===== src/rtl/team_06_i2s_tx.sv =====
// -----------------------------------------------------------------------------
// team_06_i2s_tx
//
// Stereo I2S (Philips format) transmitter. A left/right sample pair is taken
// over a valid/ready handshake into a one-entry holding buffer. The block
// divides clk down to its own bit clock (bclk) and word select (lrclk) and
// shifts each frame out MSB-first, one bclk after the lrclk edge. When a frame
// boundary arrives with no buffered pair, underrun pulses and a fill frame is
// sent instead.
//
// Build option:
//   TEAM06_I2S_TX_UNDERRUN_REPEAT_EN  undefined: underrun fill is silence.
//                                     defined:   underrun fill repeats the
//                                                last frame that was loaded.
//
// Parameters:
//   DATA_W   sample width per channel (8..32)
//   SLOT_W   bclk periods per channel slot (>= DATA_W)
//   CLK_DIV  clk cycles per bclk period (even, >= 2)
//
// Ports:
//   clk           system clock, rising edge
//   rst           asynchronous active-high reset
//   enable        run (1) / stop (0) the serializer; buffer stays live when 0
//   sample_l/_r   left/right sample, two's complement
//   sample_valid  sample pair presented
//   sample_ready  holding buffer empty
//   bclk          registered bit clock, 50% duty
//   lrclk         registered word select, 0 = left slot, 1 = right slot
//   sdata         registered serial data, changes on bclk falling edges
//   underrun      one-clk pulse when a frame loads from an empty buffer
// -----------------------------------------------------------------------------
module team_06_i2s_tx #(
  parameter int DATA_W  = 16,
  parameter int SLOT_W  = 16,
  parameter int CLK_DIV = 4
) (
  input  logic              clk,
  input  logic              rst,
  input  logic              enable,
  input  logic [DATA_W-1:0] sample_l,
  input  logic [DATA_W-1:0] sample_r,
  input  logic              sample_valid,
  output logic              sample_ready,
  output logic              bclk,
  output logic              lrclk,
  output logic              sdata,
  output logic              underrun
);

  localparam int FRAME_W = 2 * SLOT_W;
  localparam int DC_W    = $clog2(CLK_DIV);
  localparam int FB_W    = $clog2(FRAME_W);

  localparam logic [DC_W-1:0] DC_MID  = DC_W'(CLK_DIV / 2 - 1);
  localparam logic [DC_W-1:0] DC_LAST = DC_W'(CLK_DIV - 1);
  localparam logic [FB_W-1:0] FB_SLOT = FB_W'(SLOT_W);
  localparam logic [FB_W-1:0] FB_LAST = FB_W'(FRAME_W - 1);

  // Frame image in transmission order from bit FRAME_W-1 down: left sample
  // MSB-first padded with zeros to the slot, then the right sample likewise.
  function automatic logic [FRAME_W-1:0] pack_frame(input logic [DATA_W-1:0] l,
                                                    input logic [DATA_W-1:0] r);
    logic [SLOT_W-1:0] slot_l;
    logic [SLOT_W-1:0] slot_r;
    slot_l = SLOT_W'(l) << (SLOT_W - DATA_W);
    slot_r = SLOT_W'(r) << (SLOT_W - DATA_W);
    return {slot_l, slot_r};
  endfunction

  logic [DC_W-1:0]    dc_q, dc_d;
  logic [FB_W-1:0]    fb_q, fb_d;
  logic [FRAME_W-1:0] shift_q, shift_d;
  logic               bclk_q, bclk_d;
  logic               lrclk_q, lrclk_d;
  logic               sdata_q, sdata_d;
  logic               underrun_q, underrun_d;
  logic               buf_full_q, buf_full_d;
  logic [DATA_W-1:0]  buf_l_q, buf_l_d;
  logic [DATA_W-1:0]  buf_r_q, buf_r_d;

  logic               fe;
  logic               load_now;
  logic               accept;
  logic [FRAME_W-1:0] fill_frame;

`ifdef TEAM06_I2S_TX_UNDERRUN_REPEAT_EN
  logic [DATA_W-1:0]  last_l_q, last_l_d;
  logic [DATA_W-1:0]  last_r_q, last_r_d;
  assign fill_frame = pack_frame(last_l_q, last_r_q);
`else
  // Without repeat the last-frame register is unobservable, so it is not built.
  assign fill_frame = '0;
`endif

  // Falling-edge event: the clk edge on which bclk clears.
  assign fe       = enable && (dc_q == DC_LAST);
  assign load_now = fe && (fb_q == '0);
  assign accept   = sample_valid && !buf_full_q;

  always_comb begin
    // NOTE: every signal gets a default before any branch; a path that left
    // one unassigned would infer a latch.
    dc_d       = dc_q;
    fb_d       = fb_q;
    shift_d    = shift_q;
    bclk_d     = bclk_q;
    lrclk_d    = lrclk_q;
    sdata_d    = sdata_q;
    underrun_d = 1'b0;
    buf_full_d = buf_full_q;
    buf_l_d    = buf_l_q;
    buf_r_d    = buf_r_q;
`ifdef TEAM06_I2S_TX_UNDERRUN_REPEAT_EN
    last_l_d   = last_l_q;
    last_r_d   = last_r_q;
`endif

    if (!enable) begin
      // Stopping abandons the frame; the next start begins at fb = 0 with an
      // empty shift register, so the first fb = 0 bit is 0.
      dc_d    = '0;
      fb_d    = '0;
      shift_d = '0;
      bclk_d  = 1'b0;
      lrclk_d = 1'b0;
      sdata_d = 1'b0;
    end else begin
      dc_d = fe ? '0 : dc_q + DC_W'(1);
      if (dc_q == DC_MID) begin
        bclk_d = 1'b1;
      end
      if (fe) begin
        bclk_d  = 1'b0;
        fb_d    = (fb_q == FB_LAST) ? '0 : fb_q + FB_W'(1);
        lrclk_d = (fb_q >= FB_SLOT);
        // At fb = 0 this emits the last right-slot bit of the previous frame,
        // which gives the one-bclk delay between lrclk and the MSB.
        sdata_d = shift_q[FRAME_W-1];
        if (load_now) begin
          underrun_d = !buf_full_q;
          shift_d    = buf_full_q ? pack_frame(buf_l_q, buf_r_q) : fill_frame;
        end else begin
          shift_d = {shift_q[FRAME_W-2:0], 1'b0};
        end
      end
    end

    // Holding buffer. Accept and consume never coincide: accept needs the
    // buffer empty, consume needs it full.
    if (load_now && buf_full_q) begin
      buf_full_d = 1'b0;
`ifdef TEAM06_I2S_TX_UNDERRUN_REPEAT_EN
      last_l_d   = buf_l_q;
      last_r_d   = buf_r_q;
`endif
    end else if (accept) begin
      buf_full_d = 1'b1;
      buf_l_d    = sample_l;
      buf_r_d    = sample_r;
    end
  end

  // NOTE: sequential state uses non-blocking assignments so every register
  // updates from pre-edge values regardless of statement order.
  always_ff @(posedge clk or posedge rst) begin
    if (rst) begin
      dc_q       <= '0;
      fb_q       <= '0;
      shift_q    <= '0;
      bclk_q     <= 1'b0;
      lrclk_q    <= 1'b0;
      sdata_q    <= 1'b0;
      underrun_q <= 1'b0;
      buf_full_q <= 1'b0;
      buf_l_q    <= '0;
      buf_r_q    <= '0;
    end else begin
      dc_q       <= dc_d;
      fb_q       <= fb_d;
      shift_q    <= shift_d;
      bclk_q     <= bclk_d;
      lrclk_q    <= lrclk_d;
      sdata_q    <= sdata_d;
      underrun_q <= underrun_d;
      buf_full_q <= buf_full_d;
      buf_l_q    <= buf_l_d;
      buf_r_q    <= buf_r_d;
    end
  end

`ifdef TEAM06_I2S_TX_UNDERRUN_REPEAT_EN
  // NOTE: the last-frame data registers are reset, not left free, because an
  // underrun before any load must send silence.
  always_ff @(posedge clk or posedge rst) begin
    if (rst) begin
      last_l_q <= '0;
      last_r_q <= '0;
    end else begin
      last_l_q <= last_l_d;
      last_r_q <= last_r_d;
    end
  end
`endif

  assign sample_ready = !buf_full_q;
  assign bclk         = bclk_q;
  assign lrclk        = lrclk_q;
  assign sdata        = sdata_q;
  assign underrun     = underrun_q;

endmodule


===== config.mk =====
export PLATFORM = sky130hd
export DESIGN_NAME = team_06_i2s_tx
export DESIGN_NICKNAME = d
export VERILOG_FILES = /design/src/rtl/team_06_i2s_tx.sv
export SDC_FILE = /design/constraint.sdc
export NUM_CORES = 1
export LEC_CHECK = 0
export BUFFER_PORTS_ARGS = -buffer_cell sky130_fd_sc_hd__buf_2
export CAP_MARGIN = 20
export CORE_UTILIZATION = 47
export DETAILED_ROUTE_END_ITERATION = 10
export GPL_ROUTABILITY_DRIVEN = 1
export PLACE_DENSITY = 0.65
export SETUP_SLACK_MARGIN = 0.15
export SYNTH_ARGS = -nofsm -noshare
export SYNTH_HDL_FRONTEND = slang
export SYNTH_SLANG_ARGS = --single-unit

===== constraint.sdc =====
create_clock -name clk -period 4.62 [get_ports clk]
set_clock_uncertainty 0.2 [all_clocks]
set_input_delay 0.462 -clock clk [delete_from_list [all_inputs] [get_ports clk]]
set_output_delay 0.462 -clock clk [all_outputs]
set_load 0.02 [all_outputs]

# Word-level counts from Yosys, hierarchy flattened
# Cells that the tools add are included.
# totals
regBits,76
in_bits,36
out_inout_bits,5
wordCells,48
# classes
addsub,2
n_lt_le_gt_ge,1
n_eq_ne,5
mux,21
bitwise_logic,1
reduce_logical,8
# op_table
cell,n
two-way mux 32 bit,4
two-way mux 5 bit,3
two-way mux 1 bit,12
adder 5 x 1 -> 5 bit (second input constant),1
== test 5 bit (second input constant),1
>= comparator 5 bit (second input constant),1
logical NOT 5 bit,1
logical AND 1 bit,4
two-way mux 2 bit,2
!= test 3 x 1 -> 1 bit (second input constant),1
adder 2 x 1 -> 2 bit (second input constant),1
== test 2 x 1 -> 1 bit (second input constant),1
== test 2 bit (second input constant),1
!= test 2 x 1 -> 1 bit (second input constant),1
AND reduction 2 bit,1
nonzero test 2 bit,1
logical NOT 1 bit,1
inverter 1 bit,1

# Depth between registers and ports, before layout
# Gate-level depths: netlist of the first run.
# logic_depth
ltp_word,6
depth_mapped,7
depth_no_buf,6

# Worst setup path before layout of the first run
# No wires, ideal clock.
# synth_timing
path_type,register to register
from,register fb_q[0]
to,register fb_q[3]
setup_time_ns,0.084
arrival_time_ns,1.601
required_ns,4.336
setup_slack_ns,2.735
stages_incl_launch_ff,6
path_buffers,0
period_less_slack_ns,1.885
path_cell_list,dfrtp_1 ha_1 and3_2 ha_1 or4_1 a21boi_0
# synth_between
elab_chain_cells,4
word_cells_on_any_way,5
cone_classes,add/sub: 1; eq/ne: 1; mux: 3
# synth_lines
element,line,rtl
"start, declared",72,"logic [FB_W-1:0] fb_q, fb_d;"
"start signal, assigned",169,fb_q <= '0;
"start signal, assigned",180,fb_q <= fb_d;
adder 5 x 1 -> 5 bit or == test 5 bit (tied branches),135,fb_d = (fb_q == FB_LAST) ? '0 : fb_q + FB_W'(1);
two-way mux 5 bit *,135,
two-way mux 5 bit *,133,if (fe) begin
two-way mux 5 bit *,119,if (!enable) begin
# Every way passes the cells marked *; elsewhere a longest branch is shown, timed or not. The select of a mux whose other input is x is not followed.
# A chain may end at the register's enable or synchronous reset.

# Final worst setup path of the first run
# layout_timing
from,register dc_q[0]
to,register shift_q[14]
# layout_between
elab_chain_cells,6
word_cells_on_any_way,7
cone_classes,eq/ne: 2; mux: 3; reduce/logical: 2
# layout_lines
element,line,rtl
"start, declared",71,"logic [DC_W-1:0] dc_q, dc_d;"
"start signal, assigned",168,dc_q <= '0;
"start signal, assigned",179,dc_q <= dc_d;
== test 2 bit *,97,assign fe = enable && (dc_q == DC_LAST);
logical AND 1 bit *,97,
logical AND 1 bit,98,assign load_now = fe && (fb_q == '0);
two-way mux 32 bit,140,if (load_now) begin
two-way mux 32 bit,133,
two-way mux 32 bit,119,
"end signal, assigned",181,shift_q <= shift_d;
"end, declared",73,"logic [FRAME_W-1:0] shift_q, shift_d;"
# Marks and branches as above.

==> summary.md, run 1 <==
| Metric | Value |
|---|---|
| Run status | `finished with violations` |
| Failing checks | `design-rule violations` |
| Yosys warning count | `0` |
| Non-Filler Instances | `358` |
| Post-synthesis register bit count | `76` |
| Slew headroom | `0.524` |
| Syn Area/Cell | `approximately 14 µm²` |
| Crit path max-delay family | `simple AND/OR/NAND/NOR gates` |
| RSZ-0062 raised after global routing | `no` |
| # diodes | `0` |
| Synth top area cells | `dfrtp_1, mux2_2, a221o_1` |
| # Max-Cap Violations | `0` |
| Multiplexer area fraction after synthesis | `0.125` |
| Dpl ws | `about 2.0 ns` |
| Clock root buffer master | `clkbuf_8` |
| Vias in the first global route | `around 2000` |
| Reg2Reg Depth | `6` |
| Critical Path Max Stage Delay | `~0.57 ns` |
| Final Max Slew Viols | `0` |
| CP max-delay cell | `nor2_2` |
| Synth Flop Type | `dfrtp_1` |
| Area leader, netlist | `dfrtp_1` |
| Total CTS buffers | `9` |
| Remaining Overflow, GRT | `0` |
| CP required | `approximately 4.7 ns` |
| Adder-Cell Fraction of Synth Area | `0.0195` |
| 1st-pass router iterations | `7` |
| Largest family of logic cells by synthesized area | `multiplexers` |
| Largest net degree at the start of global routing | `51` |
| Hold path cells | `2` |
| Ys async rst share | `1.00` |
| Min cycle time layout | `between 2 and 2.5 ns` |
| I/O Buffers | `40` |
| Initial antenna violation count | `0` |
| Die H | `84.5 µm` |
| Crit path buf inv count | `2` |
| XOR/XNOR Fraction of Synth Area | `0` |
| Die area | `between 7000 and 8000 µm²` |
| Sum Neg Setup Slack | `0 ns` |
| P&R area growth vs syn | `15.4%` |
| Most numerous cell in the Yosys netlist | `dfrtp_1` |
| First-pass GRT wire length | `about 9500 µm` |
| Filler cell count | `between 500 and 600` |
| Share of cells above drive strength 1 | `0.352` |
| Actual slew at the worst max-slew pin | `around 0.71 ns` |
| Worst-skew pair later-pin latency | `~0.34 ns` |
| DP HPWL | `3330 µm` |
| Gr usage total | `0.175` |
| Net count, final | `between 300 and 400` |
| Synth Instances | `233` |
| Static Leak | `1.76 nW` |
| I/O Pins | `41` |
| Worst path depth | `6` |
| Core ar. | `~6500 µm²` |
| Netlist cell types | `31` |
| CP Class | `flip-flop to flip-flop` |
| Worst setup SP type | `flip-flop` |
| Gpl congestion | `approximately 0.75` |
| 1st-iter DRT viols | `131` |
| Final count of negative-setup-slack endpoints | `0` |
| Mapped Nets | `between 200 and 300` |
| Worst vdd ir | `about 0.27 mV` |
| Fin. Hold Viols | `0` |
| Clk sinks | `76` |
| CP Capture Type | `flip-flop` |
| Post-synth EDFFs | `0` |
| Max Freq | `between 0.4 and 0.5 GHz` |
| Clock transition at path regs | `~0.070 ns` |
| # DRC | `4` |
| CP max FO | `16` |
| Mapped cell area | `3200 µm²` |
| Crit path cell chain | `ha_1 -> nand2_1 -> nor2_2 -> buf_8 -> buf_4 -> a221o_1` |
| Site Rows | `29` |
| Seq/Total Area, Yosys | `0.594` |
| Routed len/inst | `15.4 µm` |
| Die width | `between 80 and 90 µm` |
| Final WL | `approximately 5500 µm` |
| Post-route clock period utilization | `0.503` |
| CTS tree | `yes` |
| Synth Area in Compound Gates | `0.111` |
| Post-Synth Simple-Gate Area | `0.107` |
| Cell area power density | `roughly 460 nW/µm²` |
| DRT antenna net count | `0` |
| Min-delay worst type | `primary input to flip-flop` |
| Top cell type's share of synthesized area | `0.594` |
| Arrival @ worst endpoint | `approximately 2.4 ns` |
| Clock buffer depth | `2` |
| Htree depth | `3` |
| Worst Slack Setup Final | `roughly 2.3 ns` |
| Routed vias | `between 1500 and 2000` |
| Top cells by count, synth | `dfrtp_1, and2_1, a221o_1, mux2_2, nor2_1` |
| Post-CTS setup buffer count | `0` |
| Starting Density | `0.496` |
| DR vias/cell | `~5.5` |
| Placed Cells | `roughly 340` |
| Post-CTS resize count | `0` |
cell families (layout without fill, tap and decap cells):
group                      after synthesis  after routing
buffers and inverters                   22             70
DFF                                     76             76
muxes                                   36             36
and+or+nand+nor                         56             56
adders and majority gates                5              5
AOI/OAI and AO/OA                       38             38
per-stage QoR:
| stage | utilization | area [µm²] | hold WS [ns] | power, W |
|---|---|---|---|---|
| 5_1_grt | 0.572 | 3700 | 0.129 | 0.00178 |
| 4_1_cts | 0.563 | 3640 | 0.127 | 0.00171 |
| 2_1_floorplan | - | 3200 | 0.237 | 0.00108 |
| 6_report | 0.572 | 3700 | 0.144 | 0.00168 |
| 3_5_place_dp | 0.529 | 3420 | 0.262 | 0.00115 |
| 3_3_place_gp | 0.529 | 3420 | 0.249 | 0.00114 |
cells in the final DEF, fill, tap and decap left out, drive strengths merged, types with 2 or more instances in the layout:
| cell type | netlist | routed |
|---|---|---|
| mux2 | 32 | 32 |
| buf | 12 | 47 |
| nor2b | 7 | 7 |
| clkinv | 0 | 3 |
| a221o | 31 | 31 |
| nand2 | 2 | 2 |
| mux2i | 4 | 4 |
| o21ai | 2 | 2 |
| inv | 6 | 6 |
| and2 | 31 | 31 |
| nor2 | 8 | 8 |
| clkbuf | 4 | 11 |
| dfrtp | 76 | 76 |
| ha | 5 | 5 |
| bufinv | 0 | 2 |
routing by layer:
layer / GRT usage / vias to the layer above / part of all wire
li1: - / 933 / -
met3: 0.0482 / 10 / 0.037
met5: 0 / - / 0
met1: 0.236 / 999 / 0.49
met4: 0.0786 / 0 / 0.019
met2: 0.266 / 39 / 0.46
registers in the layout, summed over array words and instances (netlist names):
| signal | cells |
|---|---|
| bclk | 1 |
| dc_q | 2 |
| underrun | 1 |
| buf_full_q | 1 |
| lrclk | 1 |
| shift_q | 32 |
| buf_r_q | 16 |
| fb_q | 5 |
| buf_l_q | 16 |
| sdata | 1 |
worst paths after layout:
| check | from | endpoint | slack, ns |
|---|---|---|---|
| max in group asynchronous | rst | shift_q[7] | 2.94 |
| max | dc_q[0] | shift_q[14] | 2.30 |
| min | sample_l[9] | buf_l_q[9] | 0.14 |
| min reg2reg | dc_q[0] | dc_q[0] | 0.27 |
| min in group asynchronous | rst | shift_q[0] | 0.39 |
| max reg2reg | dc_q[0] | shift_q[14] | 2.30 |
final cells by class:
cell class | count | area (µm²) | area share
inverter | 6 | 22.5 | 0.00609
clock buffer | 11 | 141 | 0.0383
multi-input combinational | 135 | 1170 | 0.316
timing repair buffer | 48 | 290 | 0.0785
clock inverter | 5 | 75.1 | 0.0203
sequential | 76 | 1900 | 0.515
tap | 77 | 96.3 | 0.0261
where the power goes:
part	total, W	internal (W)	switching, W
Clock	0.000544	0.000316	0.000228
Sequential	0.000917	0.000826	0.0000904
Combinational	0.000221	0.000143	0.0000780
repair_timing:
action                                  4_1_cts  5_1_grt
hold buffers                                  0        1
hold endpoints to repair                      0        8
endpoints found under the setup margin        0        0
Note: power is estimated with default switching activity, not from simulation.
==> inputs of run 2 (changes only) <==
clock period = 2.42 ns   (was 4.62 ns; I/O delays follow)
==> summary.md, run 2 (synthesis results as in run 1) <==
| Metric | Value |
|---|---|
| Run status | `finished with violations` |
| Failing checks | `design-rule violations` |
| CP max FO | `22` |
| CP Class | `flip-flop to flip-flop` |
| Biggest regs | `shift_q: 32 flops, buf_l_q: 16 flops, buf_r_q: 16 flops` |
| Starting Density | `0.496` |
| Filler cell count | `around 530` |
| Worst setup SP type | `flip-flop` |
| Share of cells above drive strength 1 | `0.317` |
| Most frequent cells in the layout | `dfrtp_1, buf_2, dlygate4sd3_1` |
| First-pass GRT wire length | `a little over 10000 µm` |
| Final WL | `between 5000 and 6000 µm` |
| Die area | `between 7000 and 8000 µm²` |
| Clk sinks | `76` |
| Met1 Usage GRT | `0.255` |
| Clock transition at path regs | `roughly 0.070 ns` |
| Slew headroom | `0.612` |
| Routed len/inst | `around 15 µm` |
| Final Max Slew Viols | `0` |
| CP required | `roughly 2.4 ns` |
| Post-route clock period utilization | `0.847` |
| Clock root buffer master | `clkbuf_8` |
| Register area | `approximately 1900 µm²` |
| Most common cell after layout, fill and taps aside | `dfrtp_1` |
| Gr usage total | `0.187` |
| P&R area growth vs syn | `26.2%` |
| Min cycle time layout | `between 2 and 2.5 ns` |
| CP Capture Type | `flip-flop` |
| Worst-skew pair later-pin latency | `0.34 ns` |
| Net count, final | `roughly 350` |
| Static Leak | `approximately 1.9 nW` |
| Max Freq | `0.488 GHz` |
| Clock buffer depth | `2` |
| Die width | `around 85 µm` |
| Arrival @ worst endpoint | `just over 2 ns` |
| Max FFs per register | `32` |
| Gpl congestion | `slightly below 0.7` |
| Site Rows | `29` |
| # diodes | `0` |
| Fin. Hold Viols | `0` |
| GR Layer Usage met2 | `0.287` |
| DRT antenna net count | `0` |
| # Max-Cap Violations | `0` |
| Die H | `84.5 µm` |
| Htree depth | `3` |
| # DRC | `4` |
| Grt peak-use layer | `met2` |
| Sum Neg Setup Slack | `0 ns` |
| Post-CTS setup buffer count | `0` |
| Largest net degree at the start of global routing | `just over 40` |
| Actual slew at the worst max-slew pin | `between 0.5 and 0.6 ns` |
| Crit path buf inv count | `2` |
| Vias in the first global route | `around 2200` |
| Worst vdd ir | `approximately 0.47 mV` |
| Final hold slack | `between 0.015 and 0.02 ns` |
| I/O Buffers | `40` |
| Routed vias | `2124` |
| Cell area power density | `between 800 and 900 nW/µm²` |
| DP HPWL | `3630 µm` |
| 1st-pass router iterations | `7` |
| 1st-iter DRT viols | `76` |
| Routing usage on met3 | `0.0472` |
| CTS tree | `yes` |
| Initial antenna violation count | `0` |
| RSZ-0062 raised after global routing | `no` |
| Remaining Overflow, GRT | `0` |
| Crit path cell chain | `inv_1 -> ha_1 -> nor4b_2 -> nor2_4 -> buf_4 -> a221o_1` |
| Core ar. | `around 6500 µm²` |
| FF-to-FF setup slack | `about 0.37 ns` |
| CP max-delay cell | `dfrtp_1` |
| Reg with most FFs | `shift_q` |
| Crit path max-delay family | `simple AND/OR/NAND/NOR gates` |
| Final count of negative-setup-slack endpoints | `0` |
| Min-delay worst type | `primary input to flip-flop` |
| Critical Path Max Stage Delay | `between 0.4 and 0.5 ns` |
| Multi-input gate area | `roughly 1200 µm²` |
| DR vias/cell | `5.42` |
| I/O Pins | `41` |
| Total CTS buffers | `9` |
[run 2: changes by cell type in the layout (fill, tap and decap cells not counted)]
cell,before,now
nor2_2,1,0
buf_4,4,7
nor2b_4,0,1
clkinv_2,3,2
dlygate4sd3_1,1,34
inv_2,1,0
buf_8,2,0
nor2_4,0,1
nor2b_2,1,0
clkinvlp_4,0,2
buf_12,1,2
clkbuf_8,10,9
[run 2: final timing paths]
path | start | endpoint | cells after the start
max | fb_q[0] | shift_q[10] | 6
min | enable | fb_q[0] | 2
max reg2reg | fb_q[0] | shift_q[10] | 6
min reg2reg | dc_q[0] | dc_q[0] | 1
max in group asynchronous | rst | underrun | 4
min in group asynchronous | rst | buf_r_q[4] | 3
[run 2: through the flow]
| step | util | setup slack (ns) | instance area, µm² | total power [W] | instances |
|---|---|---|---|---|---|
| finish | 0.626 | 0.371 | 4040 | 0.00325 | 392 |
| global route | 0.626 | 0.206 | 4040 | 0.00343 | 392 |
| CTS | 0.625 | 0.154 | 4040 | 0.00328 | 392 |
| detailed placement | 0.540 | 0.152 | 3490 | 0.00222 | 343 |
| global placement | 0.540 | 0.222 | 3490 | 0.00219 | 343 |
| floorplan | - | 0.535 | 3210 | 0.00206 | 233 |
[run 2: cell type report]
type,count,area share
clock buffer,10,0.0316
sequential,76,0.471
multi-input combinational,135,0.292
tap,77,0.0238
timing repair buffer,83,0.157
clock inverter,5,0.0192
inverter,6,0.00650
[run 2: repair_timing]
action                                  in CTS  in global routing
hold buffers                                34                  0
endpoints found under the setup margin       0                 10
endpoints found under the hold margin       57                  0
resized for setup                            0                  1
[run 2: report_power, final]
group	switching (W)	internal, W
clock network	0.000448	0.000572
logic	0.000155	0.000313
registers	0.000181	0.00158
total	0.000785	0.00246
[run 2: worst reg2reg max path: cells and delay by family, from the launching register on]
family	cells	cell delay [ns]
flops	1	0.42
buf+inv	2	0.33
compound gates	1	0.30
simple gates	2	0.56
fa+ha+maj	1	0.14
[run 2: per-layer routing]
metal  vias to the layer above  part of all wire
li1                        998                 -
met1                      1076              0.49
met2                        40              0.46
met3                        10             0.032
met4                         0             0.017
met5                         -                 0
